$ cat src/rtl/uart_mem_ctrl_pkg.sv
// uart_mem_ctrl_pkg: state encoding, direction constants and helpers for uart_mem_ctrl
package uart_mem_ctrl_pkg;

    typedef enum logic [2:0] {
        IDLE       = 3'd0,
        RX         = 3'd1,
        TX_RD      = 3'd2,
        TX_LAT     = 3'd3,
        TX_SEND    = 3'd4,
        TX_WAIT_HI = 3'd5,
        TX_WAIT_LO = 3'd6,
        DONE       = 3'd7
    } state_t;

    localparam logic MODE_RX = 1'b0;
    localparam logic MODE_TX = 1'b1;

    function automatic logic is_tx(input state_t s);
        return s inside {TX_RD, TX_LAT, TX_SEND, TX_WAIT_HI, TX_WAIT_LO};
    endfunction

endpackage

$ cat src/rtl/uart_mem_ctrl.sv
// uart_mem_ctrl: moves bytes between a UART receiver/transmitter and a 1-cycle-latency memory
module uart_mem_ctrl
    import uart_mem_ctrl_pkg::*;
#(
    parameter int ADDR_W = 16,
    parameter int DATA_W = 8
) (
    input  logic              clk_50m,
    input  logic              rst,
    input  logic              start,
    input  logic              mode,
    input  logic              abort,
    input  logic [ADDR_W-1:0] base_addr,
    input  logic [ADDR_W-1:0] length,
    input  logic              rx_valid,
    input  logic [DATA_W-1:0] rx_data,
    input  logic              tx_busy,
    output logic              tx_start,
    output logic [DATA_W-1:0] tx_data,
    output logic [ADDR_W-1:0] mem_addr,
    output logic [DATA_W-1:0] mem_wdata,
    output logic              mem_we,
    output logic              mem_re,
    input  logic [DATA_W-1:0] mem_rdata,
    output logic              busy,
    output logic              done,
    output logic              overrun
);

    state_t            state, nxt;
    logic [ADDR_W-1:0] base_q, len_q, cnt;
    logic [ADDR_W-1:0] base_nxt, len_nxt, cnt_nxt, cnt_inc;
    logic              accept, wr_hit;

    assign cnt_inc = cnt + ADDR_W'(1);
    assign wr_hit  = (state == RX) && rx_valid;

    // next-state and transfer bookkeeping; abort wins over everything else
    always_comb begin
        nxt      = state;
        base_nxt = base_q;
        len_nxt  = len_q;
        cnt_nxt  = cnt;
        accept   = 1'b0;
        if (abort) begin
            nxt = IDLE;
        end else begin
            case (state)
                IDLE: if (start) begin
                    accept   = 1'b1;
                    base_nxt = base_addr;
                    len_nxt  = length;
                    cnt_nxt  = '0;
                    nxt      = (length == '0) ? DONE : (mode == MODE_TX) ? TX_RD : RX;
                end
                RX: if (rx_valid) begin
                    cnt_nxt = cnt_inc;
                    nxt     = (cnt_inc == len_q) ? DONE : RX;
                end
                TX_RD:      nxt = TX_LAT;
                TX_LAT:     nxt = TX_SEND;
                TX_SEND:    nxt = tx_busy ? TX_SEND : TX_WAIT_HI;
                TX_WAIT_HI: nxt = tx_busy ? TX_WAIT_LO : TX_WAIT_HI;
                TX_WAIT_LO: if (!tx_busy) begin
                    cnt_nxt = cnt_inc;
                    nxt     = (cnt_inc == len_q) ? DONE : TX_RD;
                end
                default:    nxt = IDLE;
            endcase
        end
    end

    // state, latched transfer parameters and byte counter
    always_ff @(posedge clk_50m) begin
        if (rst) begin
            state  <= IDLE;
            base_q <= '0;
            len_q  <= '0;
            cnt    <= '0;
        end else begin
            state  <= nxt;
            base_q <= base_nxt;
            len_q  <= len_nxt;
            cnt    <= cnt_nxt;
        end
    end

    // registered outputs; mem_re/mem_addr are loaded from the next state so the read is visible in TX_RD
    always_ff @(posedge clk_50m) begin
        if (rst) begin
            overrun   <= 1'b0;
            busy      <= 1'b0;
            done      <= 1'b0;
            mem_we    <= 1'b0;
            mem_re    <= 1'b0;
            mem_addr  <= '0;
            mem_wdata <= '0;
            tx_start  <= 1'b0;
            tx_data   <= '0;
        end else begin
            overrun <= accept ? 1'b0 : (is_tx(state) && rx_valid && !abort) ? 1'b1 : overrun;
            if (abort) begin
                busy      <= 1'b0;
                done      <= 1'b0;
                mem_we    <= 1'b0;
                mem_re    <= 1'b0;
                mem_addr  <= '0;
                mem_wdata <= '0;
                tx_start  <= 1'b0;
                tx_data   <= '0;
            end else begin
                busy      <= nxt != IDLE;
                done      <= state == DONE;
                mem_we    <= wr_hit;
                mem_re    <= nxt == TX_RD;
                mem_addr  <= wr_hit ? base_q + cnt : (nxt == TX_RD) ? base_nxt + cnt_nxt : mem_addr;
                mem_wdata <= wr_hit ? rx_data : mem_wdata;
                tx_start  <= (state == TX_SEND) && !tx_busy;
                tx_data   <= (state == TX_LAT) ? mem_rdata : tx_data;
            end
        end
    end

endmodule

$ cat config.mk
export PLATFORM = sky130hd
export DESIGN_NAME = uart_mem_ctrl
export DESIGN_NICKNAME = d
export VERILOG_FILES = /design/src/rtl/uart_mem_ctrl_pkg.sv /design/src/rtl/uart_mem_ctrl.sv
export SDC_FILE = /design/constraint.sdc
export NUM_CORES = 1
export LEC_CHECK = 0
export CORE_ASPECT_RATIO = 1.2
export CORE_MARGIN = 5
export CORE_UTILIZATION = 59
export CTS_CLUSTER_SIZE = 12
export DETAILED_ROUTE_END_ITERATION = 12
export MAX_ROUTING_LAYER = met4
export PLACE_DENSITY_LB_ADDON = 0.1
export SLEW_MARGIN = 0
export SYNTH_ARGS = -nofsm -noshare
export SYNTH_HDL_FRONTEND = slang
export SYNTH_SLANG_ARGS = --single-unit
$ cat constraint.sdc
create_clock -name clk_50m -period 9.2 [get_ports clk_50m]
set_input_delay 2.3 -clock clk_50m [delete_from_list [all_inputs] [get_ports clk_50m]]
set_output_delay 2.3 -clock clk_50m [all_outputs]
set_load 0.01 [all_outputs]
==> results of run 1 <==
==> power breakdown <==
| part | switching [mW] | total [mW] | internal (mW) |
|---|---|---|---|
| combinational | 0.0688 | 0.129 | 0.0601 |
| clock | 0.160 | 0.398 | 0.238 |
| sequential | 0.00836 | 0.404 | 0.395 |
==> routing by layer <==
| layer | GRT usage | wire, um |
|---|---|---|
| met3 | 0.0383 | 949 |
| met1 | 0.333 | 6590 |
| met4 | 0.126 | 574 |
| met5 | - | 0 |
| met2 | 0.480 | 8200 |
==> critical path: cells and delay by family <==
family | cells | cell delay [ns]
fa+ha+maj | 2 | 0.68
simple gates | 6 | 2.07
buf+inv | 1 | 0.48
compound gates | 8 | 2.18
==> cell type report <==
type / instances / area share
multi-input cells: 590 / 0.534
repair buffers: 96 / 0.136
inverters: 15 / 0.00804
well taps: 123 / 0.0220
clock buffers: 9 / 0.0322
clock inverters: 6 / 0.0132
flip-flops and latches: 89 / 0.255
==> kinds of logic (layout without fill, tap and decap cells) <==
family | count (synthesis) | after routing | synth area share
and+or+nand+nor | 284 | 284 | 0.242
AOI/OAI and AO/OA | 213 | 213 | 0.236
DFF | 89 | 89 | 0.310
buffers and inverters | 53 | 126 | 0.0416
xor gates and xnor gates | 43 | 43 | 0.0655
adders and majority gates | 34 | 34 | 0.0766
muxes | 16 | 16 | 0.0283
==> path summary, 6_finish.rpt <==
check	startpoint	endpoint
worst min-delay path	tx_data[7]	tx_data[7]
worst max-delay path	tx_busy	mem_addr[14]
worst max register to register	state[2]	mem_addr[14]
worst min register to register	tx_data[7]	tx_data[7]
==> stage by stage <==
stage	cells	area, um2	hold slack (ns)
3_5_place_dp	913	6680	0.449
3_3_place_gp	913	6680	0.442
4_1_cts	928	7000	0.458
5_1_grt	928	7000	0.475
2_1_floorplan	732	5750	0.448
6_report	928	7000	0.454
==> flip-flops by register name, indices dropped and copies added, names as in the netlist <==
signal     flops
mem_addr      16
mem_we         1
len_q         16
overrun        1
mem_re         1
mem_wdata      8
done           1
tx_start       1
cnt           16
tx_data        8
base_q        16
state          3
busy           1
==> cells in the mapped netlist, types with 3 or more instances <==
| master | n | share of area |
|---|---|---|
| nand2_1 | 139 | 0.091 |
| dfxtp_1 | 89 | 0.31 |
| a21oi_1 | 85 | 0.074 |
| nor2_1 | 47 | 0.031 |
| o21ai_0 | 40 | 0.035 |
| ha_1 | 32 | 0.070 |
| xnor2_1 | 31 | 0.047 |
| clkbuf_1 | 26 | 0.017 |
| nor2b_1 | 22 | 0.024 |
| nor3_1 | 16 | 0.014 |
| mux2i_1 | 14 | 0.024 |
| a21o_1 | 13 | 0.017 |
| inv_1 | 13 | 0.0085 |
| nand3_1 | 12 | 0.010 |
| o31ai_1 | 12 | 0.016 |
| xor2_1 | 12 | 0.018 |
| a211oi_1 | 8 | 0.010 |
| a31oi_1 | 8 | 0.0087 |
| nor4_1 | 7 | 0.0076 |
| nand2b_1 | 6 | 0.0065 |
| nand4_1 | 6 | 0.0065 |
| o211ai_1 | 6 | 0.0078 |
| o21a_1 | 6 | 0.0078 |
| buf_2 | 5 | 0.0044 |
| and4_1 | 4 | 0.0061 |
| o21bai_1 | 4 | 0.0052 |
| o41ai_1 | 4 | 0.0061 |
| or2_2 | 4 | 0.0044 |
| a2111oi_0 | 3 | 0.0046 |
| a211oi_2 | 3 | 0.0065 |
| buf_6 | 3 | 0.0059 |
| nand4b_1 | 3 | 0.0046 |
==> qor.yml, run 1 <==
drc: 0
fill_cells: 760
synthArstFlopShare: 0
worstPathCellList: "clkdlybuf4s50_1 -> nor3_1 -> o21bai_1 -> nand2b_1 -> nand2_1 -> nand2_1 -> ha_1 -> fa_1 -> a21oi_1 -> o211ai_1 -> a31oi_1 -> nor2b_1 -> o21a_1 -> o41ai_1 -> nand2b_1 -> a21oi_1 -> a211oi_1"
clkSinkCount: 89
slowest_delay_ns: 0.86
worst_slack_ns: 1.74
grt_max_degree: 54
setup_viol: 0
fmax_mhz: 134
post-place-ws_ns: 1.59
synth_edf_count: 0
avgSynthCellArea_um2: 7.86
clk_latency_ns: 0.35
die_x_um: 100
fin_crit_sh: 0.811
min_path_type: "reg -> reg"
fin_crit_ns: 7.46
mostFrequentLayoutCell: "nand2_1"
io_pins: 93
syn_area_um2: 5750
multi_input_area_um2: 3740
dieArea_um2: 11800
cp_data_required_time_ns: 9.45
synth-seq-area-share: 0.310
cts_buffers: 9
final_cell_mix: "nand2_1 (139), clkdlybuf4s50_1 (92), dfxtp_1 (89)"
worst_r2r_path_depth: 17
grt_pass1_wl_um: 26500
cts_resized: 0
p_total_uw: 930
cp.arrival_ns: 7.71
status: "complete, no violations"
tritoncts: "yes"
postCtsHoldBufs: 0
clkSlewWorstSetupHoldPaths_ns: 0.06
overflow: 0
path_max_fanout: 30
rrSetupSlack_ns: 3.54
tightest_slew_ns: 1.17
leakagePower_nw: 2.68
gp_congestion: 0.912
syn_inst: 732
p_per_area_nw_per_um2: 133
irDropWorstVdd_uv: 102
first_iter_violations: 288
core_um2: 9520
initial_core_util: 0.604
antenna_cells: 0
hold_viol_final: 0
yosysWarnings: 0
root_buffer: "clkbuf_16"
layout-drive-gt1-share: 0.0596
ys_seq_elements: 89
critPathSlowestCell: "nand2b_1"
drt_first_pass_iters: 5
worstSetupStartpointType: "input pin"
syn_to_final_growth_pct: 21.7
first_global_vias: 5512
wl_per_cell_um: 17.6
ys_types: 70
hpwl_um: 12400
antenna_found_initial: 0
syn-num-nets: 821
min_path_cells: 2
rows: 39
fin_nets: 890
synth_ff_type: "dfxtp_1"
io_buffers: 92
rsz0062_at_grt: "no"
die_h_um: 118
wirelength_um: 16300
finalMaxSlewViolations: 0
worstSetupEndpointType: "flip-flop"
post-route-util: 0.736
regArea_um2: 1780
skew_ns: 0.00768
viasPerCell: 6.10
clk_path_buf_depth: 2
tns_ns: 0
htreeDepth: 3
vias: 5659
ant_nets: 0
path_class: "in -> reg"
grt_usage: 0.284
post-cts-setup-buffers: 0
maxSlewHeadroom: 0.218
drv_cap: 0
Power figures use the tool's default switching activity.
==> run 2, diff against run 1 <==
- CORE_UTILIZATION: 59 -> 49
- clock period: 9.2 -> 6.5 ns (I/O delays scaled with it)
==> qor.yml, run 2 (same netlist as run 1, synthesis figures left out) <==
maxSlewHeadroom: 0.248  # was 0.218
critPathSlowestCell: "clkdlybuf4s50_1"  # was nand2b_1
gp_congestion: 0.891  # was 0.912
root_buffer: "clkbuf_16"  # unchanged
viasPerCell: 5.63  # was 6.10
wl_per_cell_um: 16.4  # was 17.6 um
drv_cap: 0  # unchanged
skew_ns: 0.00480  # was 0.00768 ns
final_cell_mix: "nand2_1 (139), clkdlybuf4s50_1 (92), dfxtp_1 (89)"  # unchanged
holdWs_ns: 0.453  # was 0.454 ns
tritoncts: "yes"  # unchanged
min_path_type: "reg -> reg"  # unchanged
path_max_fanout: 17  # was 30
antenna_found_initial: 0  # unchanged
worstPathCellList: "clkdlybuf4s50_1 -> nor3_1 -> nor2_1 -> or2_2 -> o21ai_0 -> ha_1 -> fa_1 -> a21oi_1 -> o211ai_1 -> a31oi_1 -> nor2b_1 -> o21a_1 -> o41ai_1 -> xnor2_1 -> mux2i_1 -> o2bb2ai_1"  # was clkdlybuf4s50_1 -> nor3_1 -> o21bai_1 -> nand2b_1 -> nand2_1 -> nand2_1 -> ha_1 -> fa_1 -> a21oi_1 -> o211ai_1 -> a31oi_1 -> nor2b_1 -> o21a_1 -> o41ai_1 -> nand2b_1 -> a21oi_1 -> a211oi_1
io_pins: 93  # unchanged
rrSetupSlack_ns: 1.97  # was 3.54 ns
hpwl_um: 12600  # was 12400 um
clkSinkCount: 89  # unchanged
cts_resized: 0  # unchanged
grt_usage: 0.241  # was 0.284
io_buffers: 92  # unchanged
seqPwrFrac: 0.425  # was 0.434
clk_latency_ns: 0.34  # was 0.35 ns
syn_to_final_growth_pct: 23.3  # was 21.7%
tightest_slew_ns: 1.12  # was 1.17 ns
irDropWorstVdd_uv: 118  # was 102 uV
layout-drive-gt1-share: 0.0630  # was 0.0596
intPower_mw: 1.02  # was 693 uW
fin_crit_sh: 0.877
p_sw_uw: 323  # was 237 uW
fill_cells: 1091  # was 760
first_global_vias: 5413  # was 5512
initial_core_util: 0.499  # was 0.604
drt_first_pass_iters: 5  # unchanged
multi_input_area_um2: 3740  # unchanged
clkPwrFrac: 0.439  # was 0.427
whs_endpoint: "mem_wdata[0]"  # was tx_data[7]
slowest_delay_ns: 0.55  # was 0.86 ns
hold_viol_final: 0  # unchanged
die_h_um: 129  # was 118 um
regArea_um2: 1780  # unchanged
reg2reg_to: "mem_addr[15]"  # was mem_addr[14]
wirelength_um: 15800  # was 16300 um
clk_path_buf_depth: 2  # unchanged
tns_ns: 0  # unchanged
power_frac_comb: 0.136  # was 0.139
vias: 5441  # was 5659
hp-start: "mem_wdata[0]"  # was tx_data[7]
clkSlewWorstSetupHoldPaths_ns: 0.06  # about the same
worstSetupStartpointType: "input pin"  # unchanged
status: "complete, no violations"  # unchanged
antenna_cells: 0  # unchanged
htreeDepth: 3  # unchanged
cp_data_required_time_ns: 6.77  # was 9.45 ns
cts_buffers: 9  # unchanged
post-cts-setup-buffers: 0  # unchanged
setup_viol: 0  # unchanged
worst_r2r_path_depth: 17  # unchanged
rows: 43  # was 39
p_total_mw: 1.34  # was 930 uW
dieArea_um2: 14000  # was 11800 um2
core_um2: 11500  # was 9520 um2
ant_nets: 0  # unchanged
drc: 0  # unchanged
path_class: "in -> reg"  # unchanged
fmax_mhz: 175
grt_pass1_wl_um: 26100  # was 26500 um
p_per_area_nw_per_um2: 190  # was 133 nW/um2
fin_nets: 894  # was 890
overflow: 0  # unchanged
min_path_cells: 2  # unchanged
switching_share: 0.241  # was 0.255
die_x_um: 109  # was 100 um
cp.arrival_ns: 5.97  # was 7.71 ns
first_iter_violations: 265  # was 288
rsz0062_at_grt: "no"  # unchanged
finalMaxSlewViolations: 0  # unchanged
mostFrequentLayoutCell: "nand2_1"  # unchanged
leakagePower_nw: 2.72  # was 2.68 nW
reg2reg_from: "state[2]"  # unchanged
worstSetupEndpointType: "flip-flop"  # unchanged
postCtsHoldBufs: 0  # unchanged
grt_max_degree: 34  # was 54
fin_crit_ns: 5.70
-- run 2: cell types whose count changed in the layout (fill, tap and decap cells not counted), sizes merged --
cell,previous run,this run
bufinv,2,3
clkbuf,9,10
buf,4,8
clkinvlp,2,0
-- run 2: worst max-delay path by stage --
| stage | start | to | slack [ns] | cells after the start |
|---|---|---|---|---|
| finish | tx_busy | mem_addr[12] | 0.80 | 16 |
| global placement | tx_busy | mem_addr[14] | 0.68 | 16 |
| detailed placement | tx_busy | mem_addr[12] | 0.51 | 16 |
| CTS | tx_busy | mem_addr[12] | 0.82 | 16 |
| floorplan | rx_valid | mem_addr[14] | 1.39 | 18 |
| global route | tx_busy | mem_addr[15] | 0.38 | 17 |
-- run 2: stage by stage --
| step | setup slack (ns) | util | instances | instance area (um2) |
|---|---|---|---|---|
| floorplan | 1.39 | - | 732 | 5750 |
| global placement | 0.676 | 0.587 | 951 | 6760 |
| detailed placement | 0.511 | 0.587 | 951 | 6760 |
| CTS | 0.821 | 0.616 | 966 | 7090 |
| global route | 0.381 | 0.616 | 966 | 7090 |
| finish | 0.797 | 0.616 | 966 | 7090 |
-- run 2: critical path, delay by kind of cell --
| kind | cells | cell delay (ns) |
|---|---|---|
| adders and majority gates | 2 | 0.67 |
| xor gates and xnor gates | 1 | 0.21 |
| buffers and inverters | 1 | 0.55 |
| AOI/OAI and AO/OA | 7 | 1.72 |
| muxes | 1 | 0.10 |
| and+or+nand+nor | 4 | 1.07 |
-- run 2: per-layer routing --
metal  global-route usage  up-vias  wire length [um]
li1                     -     2763                 -
met1                0.294     2502              7000
met2                0.407      146              7810
met3               0.0221       30               636
met4               0.0973        0               382
met5                    -        -                 0
-- run 2: area by class of cell --
class / count / area share
multi-input cells: 590 / 0.528
flip-flops and latches: 89 / 0.251
repair buffers: 100 / 0.138
clock buffers: 10 / 0.0323
well taps: 157 / 0.0277
clock inverters: 5 / 0.0147
inverters: 15 / 0.00794
-- run 2: power groups by stage --
stage          combinational [mW]  sequential (mW)  clock [mW]
2_1_floorplan               0.110            0.581           0
3_3_place_gp                0.178            0.583           0
3_5_place_dp                0.182            0.583           0
4_1_cts                     0.183            0.571       0.598
5_1_grt                     0.201            0.573       0.622
6_report                    0.183            0.571       0.590
==> run 3, diff against run 2 <==
- SETUP_SLACK_MARGIN: unset -> 0.4
==> qor.yml, run 3 (same netlist as run 1, synthesis figures left out) <==
die_h_um: 129  # unchanged
io_buffers: 92  # unchanged
drc: 0  # unchanged
slowest_delay_ns: 0.56  # was 0.55 ns
post-route-util: 0.617  # was 0.616
mostFrequentLayoutCell: "nand2_1"  # unchanged
vias: 5447  # was 5441
grt_usage: 0.241  # unchanged
gp_congestion: 0.891  # unchanged
viasPerCell: 5.64  # was 5.63
dieArea_um2: 14000  # unchanged
critPathSlowestCell: "clkdlybuf4s50_1"  # unchanged
final_cell_mix: "nand2_1 (139), clkdlybuf4s50_1 (92), dfxtp_1 (89)"  # unchanged
initial_core_util: 0.499  # unchanged
critical_path.top_delay_family: "compound AO/OA/AOI/OAI gates"  # unchanged
worstSetupEndpointType: "flip-flop"  # unchanged
clkPwrFrac: 0.439  # about the same
fmax_mhz: 181  # was 175 MHz
postCtsHoldBufs: 0  # unchanged
rsz0062_at_grt: "no"  # unchanged
core_um2: 11500  # unchanged
path_class: "in -> reg"  # unchanged
first_iter_violations: 284  # was 265
antenna_cells: 0  # unchanged
hold_viol_final: 0  # unchanged
clkSinkCount: 89  # unchanged
cp_data_required_time_ns: 6.77  # about the same
grt_max_degree: 34  # unchanged
status: "complete, no violations"  # unchanged
drv_cap: 0  # unchanged
p_per_area_nw_per_um2: 189  # was 190 nW/um2
worstPathCellList: "clkdlybuf4s50_1 -> nor3_1 -> nor2_1 -> or2_2 -> o21ai_0 -> ha_1 -> fa_1 -> a21oi_1 -> o211ai_1 -> a31oi_1 -> nor2b_1 -> o21a_1 -> o41ai_2 -> xnor2_1 -> mux2i_1 -> o2bb2ai_1"  # was clkdlybuf4s50_1 -> nor3_1 -> nor2_1 -> or2_2 -> o21ai_0 -> ha_1 -> fa_1 -> a21oi_1 -> o211ai_1 -> a31oi_1 -> nor2b_1 -> o21a_1 -> o41ai_1 -> xnor2_1 -> mux2i_1 -> o2bb2ai_1
first_global_vias: 5413  # unchanged
syn_to_final_growth_pct: 23.5  # was 23.3%
wirelength_um: 15800  # about the same
fin_crit_sh: 0.851  # was 0.877
ant_nets: 0  # unchanged
drt_first_pass_iters: 5  # unchanged
min_path_type: "reg -> reg"  # unchanged
clkSlewWorstSetupHoldPaths_ns: 0.06  # about the same
tightest_slew_ns: 1.13  # was 1.12 ns
worstSetupStartpointType: "input pin"  # unchanged
setup_viol: 0  # unchanged
hpwl_um: 12600  # unchanged
switching_share: 0.241  # about the same
path_max_fanout: 17  # unchanged
maxSlewHeadroom: 0.244  # was 0.248
wl_per_cell_um: 16.3  # was 16.4 um
root_buffer: "clkbuf_16"  # unchanged
regArea_um2: 1780  # unchanged
cts_resized: 0  # unchanged
cp.arrival_ns: 5.80  # was 5.97 ns
power_frac_comb: 0.136  # about the same
skew_ns: 0.00537  # was 0.00480 ns
clk_path_buf_depth: 2  # unchanged
p_sw_uw: 324  # was 323 uW
cp_num_buf_inv: 1  # unchanged
leakagePower_nw: 2.74  # was 2.72 nW
irDropWorstVdd_uv: 118  # about the same
htreeDepth: 3  # unchanged
die_x_um: 109  # unchanged
grt_pass1_wl_um: 26100  # unchanged
seqPwrFrac: 0.425  # about the same
multi_input_area_um2: 3750  # was 3740 um2
layout-drive-gt1-share: 0.0655  # was 0.0630
io_pins: 93  # unchanged
antenna_found_initial: 0  # unchanged
placed_cell_area_um2: 6760  # unchanged
rows: 43  # unchanged
finalMaxSlewViolations: 0  # unchanged
intPower_mw: 1.02  # about the same
overflow: 0  # unchanged
tns_ns: 0  # unchanged
fill_cells: 1087  # was 1091
cts_buffers: 9  # unchanged
fin_crit_ns: 5.53  # was 5.70 ns
clk_latency_ns: 0.34  # about the same
finish.instance_area_um2: 7100  # was 7090 um2
fin_nets: 894  # unchanged
post-cts-setup-buffers: 0  # unchanged
tritoncts: "yes"  # unchanged
run 3: layout make-up:
cell class                 instances  area share
clock buffer                      10      0.0322
sequential                        89       0.251
clock inverter                     5      0.0146
inverter                          15     0.00793
multi-input combinational        590       0.529
timing repair buffer             100       0.138
tap                              157      0.0277
run 3: metrics by stage:
step	setup slack [ns]	std cells	power (mW)	hold slack, ns
after global routing	0.594	966	1.40	0.475
after detailed placement	0.511	951	0.766	0.448
final	0.968	966	1.35	0.453
after CTS	0.821	966	1.35	0.457
after global placement	0.676	951	0.761	0.441
after floorplan	1.39	732	0.692	0.448
run 3: path summary, 6_finish.rpt:
check,slack [ns],start,end,cells after the start
worst max register to register,2.18,state[2],mem_addr[15],17
worst max-delay path,0.97,tx_busy,mem_addr[12],16
worst min-delay path,0.45,mem_wdata[0],mem_wdata[0],2
worst min register to register,0.45,mem_wdata[0],mem_wdata[0],2
run 3: power by group through the flow:
stage / Sequential, mW / Clock (mW) / Combinational, mW
after floorplan: 0.581 / 0 / 0.110
after global placement: 0.583 / 0 / 0.178
after detailed placement: 0.583 / 0 / 0.182
after CTS: 0.571 / 0.598 / 0.183
after global routing: 0.573 / 0.622 / 0.201
final: 0.571 / 0.591 / 0.183
run 3: routing by layer:
layer,track usage,up-vias,routed length [um]
met1,0.294,2496,6880
met2,0.407,153,7780
li1,-,2767,-
met4,0.0973,0,397
met3,0.0221,31,698
met5,-,-,0
run 3: worst reg2reg max path, delay by kind of cell, from the launching register on:
family | cells | cell delay (ns)
xor+xnor | 1 | 0.18
compound gates | 9 | 1.67
fa+ha+maj | 1 | 0.32
simple gates | 6 | 1.51
flops | 1 | 0.56
